===== src/rtl/uart_pkg.sv =====
// uart_pkg: shared state encoding, oversample constants and vote helper for the UART receiver
package uart_pkg;
    typedef enum logic [2:0] {IDLE, START, DATA, PARITY, STOP} rx_state_t;
    localparam int OS_RATE = 16;
    localparam logic [3:0] OS_LAST = 4'(OS_RATE - 1);
    localparam logic [3:0] SAMPLE_A = 4'd7;
    localparam logic [3:0] SAMPLE_B = 4'd8;
    localparam logic [3:0] SAMPLE_C = 4'd9;
    function automatic logic majority(input logic a, input logic b, input logic c);
        return (a & b) | (a & c) | (b & c);
    endfunction
endpackage


===== src/rtl/uart_rx_sync.sv =====
// uart_rx_sync: two-flop synchroniser with a configurable reset value
module uart_rx_sync #(
    parameter int WIDTH = 1,
    parameter logic [WIDTH-1:0] RESET_VAL = '1
) (
    input  logic             clk,
    input  logic             reset,
    input  logic [WIDTH-1:0] d,
    output logic [WIDTH-1:0] q
);
    logic [WIDTH-1:0] meta;
    always_ff @(posedge clk) begin
        if (reset) begin
            meta <= RESET_VAL;
            q    <= RESET_VAL;
        end else begin
            meta <= d;
            q    <= meta;
        end
    end
endmodule


===== src/rtl/uart_rx_frame_ctrl.sv =====
// uart_rx_frame_ctrl: oversampled UART frame receiver with majority vote, parity/stop checks and valid/ready output
module uart_rx_frame_ctrl
    import uart_pkg::*;
#(
    parameter int DATA_BITS  = 8,
    parameter int PARITY_EN  = 0,
    parameter int PARITY_ODD = 0
) (
    input  logic                 clk,
    input  logic                 reset,
    input  logic                 os_tick,
    input  logic                 rx,
    output logic [DATA_BITS-1:0] rx_data,
    output logic                 rx_valid,
    input  logic                 rx_ready,
    output logic                 rx_frame_err,
    output logic                 rx_parity_err,
    output logic                 overrun,
    output logic                 busy
);
    localparam logic [3:0] LAST_BIT = 4'(DATA_BITS - 1);
    rx_state_t state;
    logic rxs, samp_a, samp_b, vote, par_err;
    logic [3:0] os_cnt, bit_idx;
    logic [DATA_BITS-1:0] shreg;
    uart_rx_sync #(.WIDTH(1), .RESET_VAL(1'b1)) u_sync (
        .clk  (clk),
        .reset(reset),
        .d    (rx),
        .q    (rxs)
    );
    // third sample is taken live on the vote tick
    assign vote = majority(samp_a, samp_b, rxs);
    assign busy = state != IDLE;
    always_ff @(posedge clk) begin
        if (reset) begin
            state         <= IDLE;
            os_cnt        <= '0;
            bit_idx       <= '0;
            samp_a        <= 1'b1;
            samp_b        <= 1'b1;
            shreg         <= '0;
            par_err       <= 1'b0;
            rx_data       <= '0;
            rx_valid      <= 1'b0;
            rx_frame_err  <= 1'b0;
            rx_parity_err <= 1'b0;
            overrun       <= 1'b0;
        end else begin
            overrun <= 1'b0;
            if (rx_valid && rx_ready) rx_valid <= 1'b0;
            if (os_tick) begin
                if (state == IDLE) begin
                    if (!rxs) begin
                        state  <= START;
                        os_cnt <= '0;
                    end
                end else begin
                    os_cnt <= os_cnt + 4'd1;
                    if (os_cnt == SAMPLE_A) samp_a <= rxs;
                    if (os_cnt == SAMPLE_B) samp_b <= rxs;
                    case (state)
                        START: begin
                            if (os_cnt == SAMPLE_C && vote) begin
                                state  <= IDLE;
                                os_cnt <= '0;
                            end else if (os_cnt == OS_LAST) begin
                                state   <= DATA;
                                bit_idx <= '0;
                            end
                        end
                        DATA: begin
                            if (os_cnt == SAMPLE_C) shreg <= {vote, shreg[DATA_BITS-1:1]};
                            if (os_cnt == OS_LAST) begin
                                bit_idx <= bit_idx + 4'd1;
                                if (bit_idx == LAST_BIT) state <= (PARITY_EN != 0) ? PARITY : STOP;
                            end
                        end
                        PARITY: begin
                            if (os_cnt == SAMPLE_C) par_err <= (^shreg ^ vote) != 1'(PARITY_ODD);
                            if (os_cnt == OS_LAST) state <= STOP;
                        end
                        STOP: begin
                            if (os_cnt == SAMPLE_C) begin
                                state  <= IDLE;
                                os_cnt <= '0;
                                if (!rx_valid || rx_ready) begin
                                    rx_data       <= shreg;
                                    rx_frame_err  <= !vote;
                                    rx_parity_err <= (PARITY_EN != 0) && par_err;
                                    rx_valid      <= 1'b1;
                                end else begin
                                    overrun <= 1'b1;
                                end
                            end
                        end
                        default: state <= IDLE;
                    endcase
                end
            end
        end
    end
endmodule


===== config.mk =====
export PLATFORM = sky130hd
export DESIGN_NAME = uart_rx_frame_ctrl
export DESIGN_NICKNAME = d
export VERILOG_FILES = /design/src/rtl/uart_pkg.sv /design/src/rtl/uart_rx_sync.sv /design/src/rtl/uart_rx_frame_ctrl.sv
export SDC_FILE = /design/constraint.sdc
export NUM_CORES = 1
export LEC_CHECK = 0
export CAP_MARGIN = 20
export CORE_ASPECT_RATIO = 1.1
export CORE_MARGIN = 2
export CORE_UTILIZATION = 35
export CTS_CLUSTER_SIZE = 12
export DETAILED_ROUTE_END_ITERATION = 10
export PLACE_DENSITY_LB_ADDON = 0.12
export SKIP_LAST_GASP = 1
export SLEW_MARGIN = 20
export SYNTH_ARGS = -nofsm -noshare
export SYNTH_HDL_FRONTEND = slang
export SYNTH_SLANG_ARGS = --single-unit

===== constraint.sdc =====
create_clock -name clk -period 1.6 [get_ports clk]
set_clock_uncertainty 0.1 [all_clocks]
set_input_delay 0.16 -clock clk [delete_from_list [all_inputs] [get_ports clk]]
set_output_delay 0.16 -clock clk [all_outputs]
set_load 0.02 [all_outputs]

==> results of run 1 <==
==> kinds of logic after synthesis <==
group,synth area share (%)
AOI/OAI and AO/OA,8.84
xor gates and xnor gates,1.73
other,0.247
buffers and inverters,4.62
DFF,44.9
and+or+nand+nor,23.0
muxes,12.6
adders and majority gates,4.05
==> where the power goes <==
group | internal, mW | switching (mW) | total [mW]
Clock | 0.498 | 0.292 | 0.790
Sequential | 0.852 | 0.00472 | 0.857
Combinational | 0.0544 | 0.0470 | 0.101
==> cell usage in the layout, fill, tap and decap left out, types with 2 or more instances in the layout <==
master,Yosys,routed
nand4_1,2,2
a21oi_1,3,3
o21ai_1,4,4
nor2_1,25,24
clkbuf_8,0,6
dfxtp_1,34,27
ha_1,4,4
nor3_4,1,2
or2_2,2,2
nor2b_2,0,2
dfxtp_2,0,7
buf_4,2,24
nand3b_1,3,3
nand2_1,12,11
a2111oi_4,1,2
buf_12,0,2
mux2i_1,19,19
nand2b_1,5,5
inv_1,6,4
xor2_1,2,2
clkdlybuf4s50_1,0,15
inv_2,0,2
==> flip-flops by register name (all words and copies together), names as in the netlist <==
| name | flops |
|---|---|
| bit_idx | 4 |
| os_cnt | 4 |
| overrun | 1 |
| rx_data | 8 |
| rx_frame_err | 1 |
| rx_valid | 1 |
| samp_a | 1 |
| samp_b | 1 |
| shreg | 8 |
| state | 3 |
| u_sync.meta | 1 |
| u_sync.q | 1 |
==> worst max path at each step <==
stage,endpoint,from
6_report,samp_a,os_cnt[0]
2_1_floorplan,state[0],os_cnt[0]
3_3_place_gp,samp_a,os_tick
3_5_place_dp,samp_a,os_tick
5_1_grt,state[0],os_cnt[1]
4_1_cts,rx_data[7],os_cnt[1]
==> timing repair <==
action / 4_1_cts / 5_1_grt
gates resized for setup: 9 / 9
gates cloned: 1 / 0
setup buffers: 2 / 0
setup endpoints to repair: 30 / 30
pin swaps: 6 / 3
==> per-stage QoR <==
stage / utilization, % / power (mW)
4_1_cts: 49.5 / 1.77
2_1_floorplan: - / 0.925
6_report: 50.0 / 1.75
3_5_place_dp: 45.6 / 0.976
5_1_grt: 50.0 / 1.81
3_3_place_gp: 45.6 / 0.975
==> per-layer routing <==
metal	routed length, µm	GRT usage [%]	vias to the layer above
li1	-	-	620
met1	1330	16.2	576
met2	1640	25.7	21
met3	127	4.94	7
met4	69	6.35	0
met5	0	0	-
==> area by class of cell <==
class                      count  area, µm²
tap                           54       67.6
fill                         404       2110
timing repair buffer          43        387
clock buffer                   6       82.6
sequential                    34        689
clock inverter                 1       30.0
multi-input combinational    110        835
inverter                       6       22.5
==> out/metrics.cfg, run 1 <==
[status]
status=finished with violations
violations=negative setup slack

[setup_path]
cp_top_family=simple AND/OR/NAND/NOR gates
worstSetupPathType=flip-flop to flip-flop
end_kind=flip-flop
r2r_setup_slack_ns=-0.18
slowest_stage=nor4b_1
path_buf_inv=1
arrival_ns=1.85
cp-start-kind=flip-flop
r2r_end=samp_a
critPathMaxFanout=5
crit_chain=ha_1 > nand2_2 > nor4b_1 > buf_4 > mux2i_1 > nand2_1
path_depth=6
critPathMaxStageDelay_ns=0.39
reg2reg_from=os_cnt[0]
worst_r2r_path_depth=6
required_ns=1.67

[die]
dieWidth_um=66.7
die_y_um=73.0
rows=25
ios=18
start_util_pct=35.9
die_area_mm2=0.00487
core_area_mm2=0.00422

[synthesis]
synth_cell_types=42
yosysMostFrequentCell=dfxtp_1
yosysTopAreaCell=dfxtp_1
synthArstFlopShare_pct=0
yosysSeqAreaShare_pct=44.9
synthCells=158
synthFlopType=dfxtp_1
synthTopCellsByCount=dfxtp_1, nor2_1, mux2i_1
synth-edff-count=0
yosysTopAreaCellShare_pct=44.9
synth_area_mm2=0.00152
synth.avg_cell_area_um2=9.59
synth-seq-cells=34
ys_warn_count=0
syn-num-nets=167
synthTopCellsByArea=dfxtp_1, mux2i_1, nor2_1

[sta]
finalHoldViolCount=0
fin_crit_sh_pct=111
rsz0062_at_grt=true
finalSetupTns_ns=-2.37
setup_viol=25
holdWs_ns=0.319
layout_min_cycle_time_ns=1.78
fin_ws_ns=-0.180
drv_slew=0
max_freq_mhz=562

[cells_and_area]
final_cell_area_mm2=0.00211
final_net_count=209
syn2layout_area_growth_pct=39.5
drive_above_1_share_pct=30.0
stdcell_count=254
antenna-diode-count=0

[drt]
ant_nets=0
wl_mm=3.17
drtIter0Drc=60
drt_pass1_iterations=4
wire_per_inst_um=12.5
remaining_drc_errors=0
vias_per_cell=4.82
vias=1224

[placement]
io_buffers=16
pre_cts_ws_ns=-0.310
detailed_place_hpwl_mm=2.28
dpl_cell_area_mm2=0.00193
gp_congestion=0.856
dp.cells=244

[clock_tree]
clockBufferDepth=2
clkLatencyLatePin_ns=0.28
cts_root_buffer=clkbuf_8
numCtsBuffers=5
cts.sinks=34
clkTransAtPathRegs_ns=0.07
cts_hold_buf=0
htree_levels=2
cts_tree=built

[flow_run]
maxCapViolCount=0

[global_routing]
grt_overflow=0
first_global_vias=1229
grt_usage_pct=14.7
grt_pass1_wl_mm=5.37
antenna_found_initial=0
grt_max_degree=30

[hold_path]
holdPathEnd=u_sync.q
hold_path_depth=1
hold_path.class=flip-flop to flip-flop
worstHoldStart=u_sync.meta

[power]
peakVddDrop_mv=0.482
p_per_area_mw_per_mm2=827
leakage_nw=0.774

(Power assumes the default switching activity.)
==> inputs of run 2 (changes only) <==
CTS_CLUSTER_SIZE = 10   (was 12)
==> results of run 2 <==
Final layout, timing and power as in run 1 (identical DEF).
